--- src/rtl/fpu_arbiter.sv ---
`default_nettype none
// ============================================================================
// Module   : fpu_arbiter
// Purpose  : Shares one fixed-latency FPU between two requesters. Commands are
//            granted round-robin, issued one cycle after acceptance, and tagged
//            so that each result returns to its own requester's result FIFO.
//            Per-requester credits cover in-flight plus buffered results, so a
//            result always has a free FIFO slot when it lands.
// Ports    : clk, rst               - clock, synchronous active-high reset
//            req_valid/req_ready    - per-requester command handshake (2 bits)
//            req_op/req_a/req_b     - packed per-requester opcode and operands
//            fpu_valid/op/a/b       - registered issue to the FPU
//            fpu_res_valid/fpu_res  - FPU result, LATENCY cycles after issue
//            rsp_valid/rsp_ready    - per-requester result handshake (2 bits)
//            rsp_data               - packed per-requester FIFO head
//            err                    - sticky result/tag mismatch flag
// Revision : 1.0 - initial release
// ============================================================================
module fpu_arbiter #(
    parameter int LATENCY = 12,
    parameter int DEPTH   = 4
) (
    input  logic        clk,
    input  logic        rst,
    input  logic [1:0]  req_valid,
    output logic [1:0]  req_ready,
    input  logic [3:0]  req_op,
    input  logic [63:0] req_a,
    input  logic [63:0] req_b,
    output logic        fpu_valid,
    output logic [1:0]  fpu_op,
    output logic [31:0] fpu_a,
    output logic [31:0] fpu_b,
    input  logic        fpu_res_valid,
    input  logic [31:0] fpu_res,
    output logic [1:0]  rsp_valid,
    input  logic [1:0]  rsp_ready,
    output logic [63:0] rsp_data,
    output logic        err
);

    localparam int              c_aw    = $clog2(DEPTH);
    localparam int              c_cw    = $clog2(DEPTH + 1);
    localparam logic [c_cw-1:0] c_depth = c_cw'(DEPTH);
    localparam logic [c_cw-1:0] c_one   = c_cw'(1);
    localparam logic [c_aw:0]   c_pinc  = (c_aw + 1)'(1);

    logic        r_ptr;        // favoured requester
    logic [1:0]  w_elig;
    logic        w_accept;
    logic        w_win_id;
    logic [1:0]  w_push;
    logic [1:0]  w_pop;

    logic        r_fpu_valid;
    logic        r_fpu_id;
    logic [1:0]  r_fpu_op;
    logic [31:0] r_fpu_a;
    logic [31:0] r_fpu_b;

    logic [LATENCY-1:0] r_tag_v;
    logic [LATENCY-1:0] r_tag_id;
    logic               w_tag_v;
    logic               w_tag_id;
    logic               r_err;

    // Grant: favoured requester if eligible, otherwise the other one. Nothing
    // is accepted while reset is asserted, so no command is silently dropped.
    always_comb begin
        w_accept  = !rst && (w_elig != 2'b00);
        w_win_id  = w_elig[r_ptr] ? r_ptr : ~r_ptr;
        req_ready = 2'b00;
        if (w_accept) begin
            req_ready[w_win_id] = 1'b1;
        end
    end

    always_ff @(posedge clk) begin
        if (rst) begin
            r_ptr       <= 1'b0;
            r_fpu_valid <= 1'b0;
            r_fpu_id    <= 1'b0;
            r_fpu_op    <= 2'b00;
            r_fpu_a     <= 32'd0;
            r_fpu_b     <= 32'd0;
        end else begin
            r_fpu_valid <= w_accept;
            if (w_accept) begin
                r_ptr    <= ~w_win_id;
                r_fpu_id <= w_win_id;
                r_fpu_op <= req_op[{w_win_id, 1'b0} +: 2];
                r_fpu_a  <= req_a[{w_win_id, 5'd0} +: 32];
                r_fpu_b  <= req_b[{w_win_id, 5'd0} +: 32];
            end
        end
    end

    assign fpu_valid = r_fpu_valid;
    assign fpu_op    = r_fpu_op;
    assign fpu_a     = r_fpu_a;
    assign fpu_b     = r_fpu_b;

    // Tag pipe is fed from the issue register, so its last stage lines up with
    // the FPU result exactly LATENCY cycles after fpu_valid.
    always_ff @(posedge clk) begin
        if (rst) begin
            r_tag_v  <= '0;
            r_tag_id <= '0;
        end else begin
            r_tag_v[0]  <= r_fpu_valid;
            r_tag_id[0] <= r_fpu_id;
            for (int j = 1; j < LATENCY; j++) begin
                r_tag_v[j]  <= r_tag_v[j-1];
                r_tag_id[j] <= r_tag_id[j-1];
            end
        end
    end

    assign w_tag_v  = r_tag_v[LATENCY-1];
    assign w_tag_id = r_tag_id[LATENCY-1];

    // A result without a tag, or a tag without a result, is a protocol error;
    // an untagged result has no owner and is dropped.
    always_ff @(posedge clk) begin
        if (rst) begin
            r_err <= 1'b0;
        end else if (fpu_res_valid != w_tag_v) begin
            r_err <= 1'b1;
        end
    end

    assign err = r_err;

    for (genvar i = 0; i < 2; i++) begin : g_req
        localparam logic c_id = 1'(i);

        logic [31:0]     r_mem [DEPTH];
        logic [c_aw:0]   r_wr;
        logic [c_aw:0]   r_rd;
        logic [c_cw-1:0] r_credit;

        assign w_elig[i] = req_valid[i] && (r_credit < c_depth);
        assign w_push[i] = fpu_res_valid && w_tag_v && (w_tag_id == c_id);
        assign w_pop[i]  = rsp_valid[i] && rsp_ready[i];

        assign rsp_valid[i]         = (r_wr != r_rd);
        assign rsp_data[32*i +: 32] = r_mem[r_rd[c_aw-1:0]];

        always_ff @(posedge clk) begin
            if (w_push[i]) begin
                r_mem[r_wr[c_aw-1:0]] <= fpu_res;
            end
        end

        always_ff @(posedge clk) begin
            if (rst) begin
                r_wr <= '0;
                r_rd <= '0;
            end else begin
                if (w_push[i]) begin
                    r_wr <= r_wr + c_pinc;
                end
                if (w_pop[i]) begin
                    r_rd <= r_rd + c_pinc;
                end
            end
        end

        // Credit reserves a FIFO slot at accept time and releases it on pop.
        always_ff @(posedge clk) begin
            if (rst) begin
                r_credit <= '0;
            end else if (req_ready[i] && !w_pop[i]) begin
                r_credit <= r_credit + c_one;
            end else if (!req_ready[i] && w_pop[i]) begin
                r_credit <= r_credit - c_one;
            end
        end
    end

endmodule
`default_nettype wire
--- config.mk ---
export PLATFORM = sky130hd
export DESIGN_NAME = fpu_arbiter
export DESIGN_NICKNAME = d
export VERILOG_FILES = /design/src/rtl/fpu_arbiter.sv
export SDC_FILE = /design/constraint.sdc
export NUM_CORES = 1
export LEC_CHECK = 0
export CORE_MARGIN = 8
export CORE_UTILIZATION = 37
export DETAILED_ROUTE_END_ITERATION = 16
export SLEW_MARGIN = 20
export SYNTH_ARGS = -nofsm -noshare
export SYNTH_HDL_FRONTEND = slang
export SYNTH_SLANG_ARGS = --single-unit
--- constraint.sdc ---
create_clock -name clk -period 6.3 [get_ports clk]
set_input_delay 1.89 -clock clk [delete_from_list [all_inputs] [get_ports clk]]
set_output_delay 1.89 -clock clk [all_outputs]
set_load 0.02 [all_outputs]
; After elaboration in Yosys (flattened, before gate mapping)
; Memories as Yosys holds them, arrays and structs flattened. A register that Yosys moved wholly into a read port is not among the register bits.
; Index checks and enable logic that the tools add are counted.
[word_totals]
mem_count = 2
input_bits = 171
word_cells = 78
register_bits = 112
ramBits = 256
[op_classes]
n_lt_le_gt_ge = 5
bitwise_logic = 3
n_mux = 18
n_reduce_logical = 21
shifts = 3
eq_ne = 3
add_sub_neg = 8
[mem_list]
columns = name, depth, width, rd, rd_clocked_by_memory_dff, wr, line
row1 = g_req[0].r_mem, 4, 32, 1, 1, 1, 137  ; logic [31:0] r_mem [DEPTH];
row2 = g_req[1].r_mem, 4, 32, 1, 1, 1, 137
[ops]
columns = cell, n
row1 = variable part select 64 x 7 -> 32 bit, 2
row2 = adder 3 x 1 -> 3 bit (second input constant), 6
row3 = logical AND 1 bit, 13
row4 = 2-to-1 mux 3 bit, 4
row5 = 2-to-1 mux 2 bit, 5
row6 = 2-to-1 mux 1 bit, 8
row7 = < comparator 3 bit (second input constant), 2
row8 = != test 3 bit, 2
row9 = nonzero test 2 bit, 3
row10 = subtractor 3 x 1 -> 3 bit (second input constant), 2
row11 = zero test 1 bit, 5
row12 = < comparator 1 x 2 -> 1 bit (second input constant), 2
row13 = variable part select 4 x 3 -> 2 bit, 1
row14 = inverter 1 bit, 3
row15 = demux 1 bit (select 1 bit), 1
row16 = >= comparator 1 bit (second input constant), 1
row17 = != test 1 bit, 1

; Longest topological paths before layout
; Gate-level depths: netlist of the first run.
[depth]
word_depth = 14
depth_mapped = 11
ltp_nobuf = 10

; Least setup slack after synthesis of the first run
; Ideal clock, no wire load.
[synth_timing]
path_kind = input to output
from = input port req_valid[1]
to = output port req_ready[1]
arrival_time_ps = 2972
path_buffers = 2
cell_stages = 5
slack_ps = 1438
required_time_ps = 4410
cell_sequence = nor2b_4 mux2i_4 buf_4 buf_4 nor3_1
[synth_between]
elab_chain_len = 9
word_cells_on_any_way = 12
classes_between = 2 x order compare / 6 x mux / 4 x reduce/logical
[synth_lines]
columns = item, line
row1 = start: declaration, 25  ; input logic [1:0] req_valid,
row2 = logical AND 1 bit (*), 142  ; assign w_elig[i] = req_valid[i] && (r_credit < c_depth);
row3 = 2-to-1 mux 1 bit (implied by the code) (2 in series), 71  ; w_win_id = w_elig[r_ptr] ? r_ptr : ~r_ptr;
row4 = 2-to-1 mux 1 bit, 71
row5 = < comparator 1 x 2 -> 1 bit (implied by the code) or >= comparator 1 bit (tied branches), 74  ; req_ready[w_win_id] = 1'b1;
row6 = logical AND 1 bit (implied by the code), 74
row7 = 2-to-1 mux 1 bit (implied by the code), 74
row8 = demux 1 bit (select 1 bit), 74
row9 = 2-to-1 mux 2 bit (*), 73  ; if (w_accept) begin
row10 = end: declaration, 26  ; output logic [1:0] req_ready,
; Every way passes the cells marked *; elsewhere a longest branch is shown, timed or not. The select of a mux whose other input is x is not followed.

; Worst setup path after layout of the first run
[layout_timing]
from = input port req_valid[0]
to = output port req_ready[0]
; Same word-level chain as after synthesis.

==> impl_metrics.toml, run 1 <==
[outcome]
status = "finished clean"

[min_path]
hold_start = "r_tag_id[10]$_SDFF_PP0_"
holdPathEnd = "r_tag_id[11]$_SDFF_PP0_"
hold_path_class = "reg -> reg"
hold_depth = 1

[drt]
wl_per_cell_um = 21.3
vias = 8636
remaining_drc_errors = 0
drtAntennaViolNets = 0
drtIter0Drc = 440
drt-total-wl_mm = 37.2
vias_per_cell = 4.95
firstDrtPassIters = 4

[clocking]
cts_root_buf = "clkbuf_16"
post_cts_resize_count = 0
cts_buffers = 40
htree_levels = 2
clk_path_buf_depth = 3
cts_tree = "done"
clock_latency_ns = 0.52
cts.sinks = 372
ctsHoldBuffers = 0
postCtsSetupBuffers = 0
clkTransAtPathRegs_ns = 0.06

[critical_path]
timing.rr.end = "fpu_b[22]$_SDFFE_PP0N_"
worstSetupEndpointType = "output pin"
start_kind = "primary input"
cp_max_fo = 5
r2r_setup_slack_ns = 3.50
critPathRequiredTime_ns = 4.41
cp.arrival_ns = 3.60
criticalPathCategory = "in -> out"
reg2regPathDepth = 6
reg2reg_from = "g_req[1].r_credit[2]$_SDFFE_PP0P_"

[power]
seqPwrFrac_pct = 48.9
power.internal_uw = 4260
pwr_density_cell_nw_per_um2 = 294
p_leak_uw = 0.00634
irDropWorstVdd_uv = 207
clockPowerShare_pct = 40.2
power.switching_uw = 1290
pwr-share-comb_pct = 10.8
netSwitchingFraction_pct = 23.3

[cells_and_area]
drive_gt1_share_pct = 13.7
num-nets-final = 1388
syn_to_final_growth_pct = 33.9

[logic_synthesis]
yosys.area.top_type = "edfxtp_1"
synth_cell_types = 36
synth_fp_nets = 1080
synth_area_leaders = "edfxtp_1 54%, dfxtp_1 16%, mux4_2 10%"
synthFlopType = "edfxtp_1"
synth.top_cell.area_share_pct = 54.4
syn_avg_cell_area_um2 = 15.8
syn-cell-area_um2 = 14100
synth_seq_area_share_pct = 70.8
yosys_warnings = 0
async_flop_share_pct = 0
synthCells = 894
post-synth-top-count-cell = "edfxtp_1"
synth-edff-count = 256
ys_seq_elements = 372
synth.top_cells.by_count = "256 x edfxtp_1, 116 x dfxtp_1, 85 x nor2_1"

[timing]
fmax_mhz = 182
setup_viol = 0
report.final.slew_viol_count = 0
timing.slew.headroom_pct = 27.6
hold_viol = 0
holdWs_ns = 0.436
rsz0062_at_grt = "false"
min_period_ns = 5.49
fin_crit_sh_pct = 87.2
tightestPinTransition_ns = 1.08
tns_ns = 0
skew_ns = 0.00941

[placed_design]
routabilityCongestion = 0.768
io_buffers = 306
dp_hpwl_mm = 25.0

[global_routing]
grt_pass1_vias = 9095
antenna_found_initial = 11
grtUsageTotal_pct = 16.3
grt_max_degree = 89
grt_pass1_wl_mm = 55.8
grt_overflow = 0

[die]
initial_utilization_pct = 37.5
rows = 71
core_um2 = 37700
io_pins = 307
die_h_um = 211
dieArea_um2 = 44700
fp.dieW_um = 211

[flow_run]
cap_violations = 0
[cells by family (layout without fill, tap and decap cells)]
group                    count (synthesis)  after routing  synth area share (%)
flip-flops                             372            372                  70.8
other                                    0              3                     0
AO/OA/AOI/OAI                          153            153                  7.36
multiplexers                            67             67                  10.5
buffers and inverters                   63            398                  2.35
adder cells (fa/ha/maj)                 15             15                  1.43
XOR/XNOR                                18             18                  1.12
AND/OR/NAND/NOR                        206            206                  6.39
[worst max-delay path by stage]
| stage | startpoint | end | slack, ns | cells after the start |
|---|---|---|---|---|
| 3_3_place_gp | req_valid[0] | req_ready[1] | 0.81 | 5 |
| 6_report | req_valid[0] | req_ready[0] | 0.81 | 6 |
| 5_1_grt | req_valid[0] | req_ready[0] | 0.74 | 6 |
| 4_1_cts | req_valid[0] | req_ready[1] | 0.81 | 5 |
| 3_5_place_dp | req_valid[0] | req_ready[1] | 0.83 | 5 |
| 2_1_floorplan | req_valid[1] | req_ready[1] | 1.44 | 5 |
[power by group through the flow]
stage	combinational (µW)	sequential (µW)	clock, µW
detailed placement	608	2770	0
CTS	612	2720	2300
global route	658	2730	2390
finish	602	2720	2230
floorplan	233	2840	0
global placement	608	2770	0
[worst max-delay path, stage by stage]
cell	delay (ns)
clkdlybuf4s50_1	0.51
nand2b_4	0.10
and2_1	0.19
nor2_1	0.12
and2_1	0.18
clkdlybuf4s50_1	0.62
[placed cells by master (no fill, tap or decap), types with 3 or more instances in the layout]
cell,count
clkdlybuf4s50_1,305
edfxtp_1,256
dfxtp_1,113
nor2_1,85
nand2_1,73
mux4_2,64
a211oi_1,50
o21ai_1,40
clkbuf_16,40
o21ai_0,31
nor2b_1,26
a211oi_2,16
buf_4,16
ha_1,13
xnor2_1,12
clkinv_1,9
inv_1,8
clkinv_2,8
and2_1,7
xor2_1,6
a21oi_1,5
and3_2,4
a31oi_1,4
clkbuf_1,4
diode_2,3
nand3_1,3
dfxtp_2,3
bufinv_16,3
[sequential cells by signal, summed over array words and instances (netlist names), 6 cells and up, named ones only]
| signal | cells |
|---|---|
| fpu_b | 32 |
| g_req.r_credit | 6 |
| g_req.r_wr | 6 |
| r_tag_id | 12 |
| g_req.r_mem | 256 |
| r_tag_v | 12 |
| g_req.r_rd | 6 |
| fpu_a | 32 |
[cell type report]
class / count / area (µm²)
antenna: 3 / 7.51
tap: 511 / 639
fill: 3284 / 18800
timing repair buffer: 321 / 3170
sequential: 372 / 10000
inverter: 8 / 30.0
multi-input combinational: 459 / 3800
clock buffer: 45 / 1030
clock inverter: 24 / 218
[metrics by stage]
stage	util [%]	instance area, µm²	total power (µW)	setup WS, ns	std cells
finish	50.2	18900	5560	0.806	1743
floorplan	-	14100	3070	1.44	894
CTS	50.2	18900	5630	0.812	1740
detailed placement	46.9	17700	3380	0.827	1671
global placement	46.9	17700	3370	0.815	1671
global route	50.2	18900	5780	0.738	1742
[metal layers]
layer,part of all wire [%],vias to the layer above,global-route usage [%]
met5,0,-,0
met3,10,60,6.82
met1,41,4271,19.3
li1,-,3993,-
met4,2.4,0,4.91
met2,47,312,26.8
Note: power is estimated with default switching activity, not from simulation.
==> inputs of run 2 (changes only) <==
--- a/config.mk
+++ b/config.mk
@@ -7,6 +7,7 @@
 export LEC_CHECK = 0
 export CORE_MARGIN = 8
 export CORE_UTILIZATION = 37
+export CTS_BUF_LIST = sky130_fd_sc_hd__clkbuf_16
 export DETAILED_ROUTE_END_ITERATION = 16
 export SLEW_MARGIN = 20
 export SYNTH_ARGS = -nofsm -noshare
==> impl_metrics.toml, run 2 (synthesis results as in run 1) <==
[clocking]
post_cts_resize_count = 0
cts_root_buf = "clkbuf_16"
postCtsSetupBuffers = 0
htree_levels = 2
cts_tree = "done"
clk_path_buf_depth = 3
clkTransAtPathRegs_ns = 0.06
cts.sinks = 372
ctsHoldBuffers = 0
clock_latency_ns = 0.52
cts_buffers = 40

[cells_and_area]
layout_common_cells = "305 x clkdlybuf4s50_1, 256 x edfxtp_1, 113 x dfxtp_1"
num-nets-final = 1388
drive_gt1_share_pct = 13.6
syn_to_final_growth_pct = 33.8
postLayoutCoreUtil_pct = 50.2
multi_input_area_um2 = 3800
fin_cells = 1744
largest_register_ffs = 256
fillers = 3283
layout_commonest_cell = "clkdlybuf4s50_1"
regArea_um2 = 10000

[die]
core_um2 = 37700
io_pins = 307
fp.dieW_um = 211
initial_utilization_pct = 37.5
rows = 71
die_h_um = 211
dieArea_um2 = 44700

[global_routing]
antenna_found_initial = 11
grt_overflow = 0
grt_max_degree = 89
grt_pass1_vias = 9102
grtUsageTotal_pct = 16.3
grt_pass1_wl_mm = 55.8

[min_path]
hold_start = "r_tag_id[10]$_SDFF_PP0_"
hold_path_class = "reg -> reg"

[drt]
drt-total-wl_mm = 37.2
wl_per_cell_um = 21.3
drtIter0Drc = 433
drtAntennaViolNets = 0
firstDrtPassIters = 4
vias = 8657
remaining_drc_errors = 0
vias_per_cell = 4.96

[critical_path]
startpoint = "req_valid[0]"
cp.arrival_ns = 3.60
worstSetupEndpointType = "output pin"
cp_max_fo = 5
cp_cell_sequence = "clkdlybuf4s50_1, nand2b_4, and2_1, nor2_1, and2_1, clkdlybuf4s50_1"
start_kind = "primary input"
critPathMaxStageDelay_ns = 0.62
criticalPathCategory = "in -> out"
critPathRequiredTime_ns = 4.41
reg2reg_from = "g_req[1].r_credit[2]$_SDFFE_PP0P_"
crit_slowest_cell = "clkdlybuf4s50_1"

[timing]
report.final.slew_viol_count = 0
setup_viol = 0
skew_ns = 0.0103
hold_viol = 0
timing.slew.headroom_pct = 28.3
tns_ns = 0
min_period_ns = 5.49
fmax_mhz = 182
rsz0062_at_grt = "false"
fin_crit_sh_pct = 87.1
tightestPinTransition_ns = 1.07

[flow_run]
cap_violations = 0

[placed_design]
dp_hpwl_mm = 25.0
io_buffers = 306
routabilityCongestion = 0.768
dp.cells = 1671

[outcome]
status = "finished clean"

[power]
p_leak_uw = 0.00635
pwr_density_cell_nw_per_um2 = 293
irDropWorstVdd_uv = 207
## run 2: changes by cell type in the layout (fill, tap and decap cells not counted)
cell / delta
clkbuf_8: -1
clkbuf_1: -4
clkinv_1: +1
diode_2: +1
inv_1: +4
## run 2: where the power goes
group	switching, µW	internal (µW)	total (µW)
clock network	934	1280	2220
registers	41.3	2680	2720
logic	319	283	602
total	1290	4240	5540
## run 2: final timing paths
kind	to	slack, ns	depth (start not counted)
worst max-delay path	req_ready[0]	0.81	6
worst min register to register	r_tag_id[11]$_SDFF_PP0_	0.44	1
worst min-delay path	r_tag_id[11]$_SDFF_PP0_	0.44	1
worst max register to register	fpu_b[22]$_SDFFE_PP0N_	3.52	6
## run 2: metrics by stage
step,hold WS [ns],area (µm²),power (µW),setup slack (ns)
2_1_floorplan,0.414,14100,3070,1.44
3_3_place_gp,0.418,17700,3370,0.815
3_5_place_dp,0.424,17700,3380,0.827
4_1_cts,0.436,18900,5610,0.812
5_1_grt,0.454,18900,5760,0.742
6_report,0.435,18900,5540,0.812
## run 2: metal layers
metal,GRT usage (%),vias up,part of all wire (%)
li1,-,3994,-
met1,19.4,4288,41
met3,6.83,60,10
met2,26.8,315,47
met4,4.89,0,2.4
met5,0,-,0
## run 2: final cells by class
type	instances	area share [%]
clock buffers	40	5.29
diodes	4	0.0529
inverters	8	0.159
repair buffers	321	16.8
flip-flops and latches	372	53.0
well taps	511	3.38
clock inverters	29	1.25
multi-input cells	459	20.1
## run 2: critical path, delay by kind of cell
kind / cells / cell delay [ns]
buffers and inverters: 2 / 1.13
and+or+nand+nor: 4 / 0.58
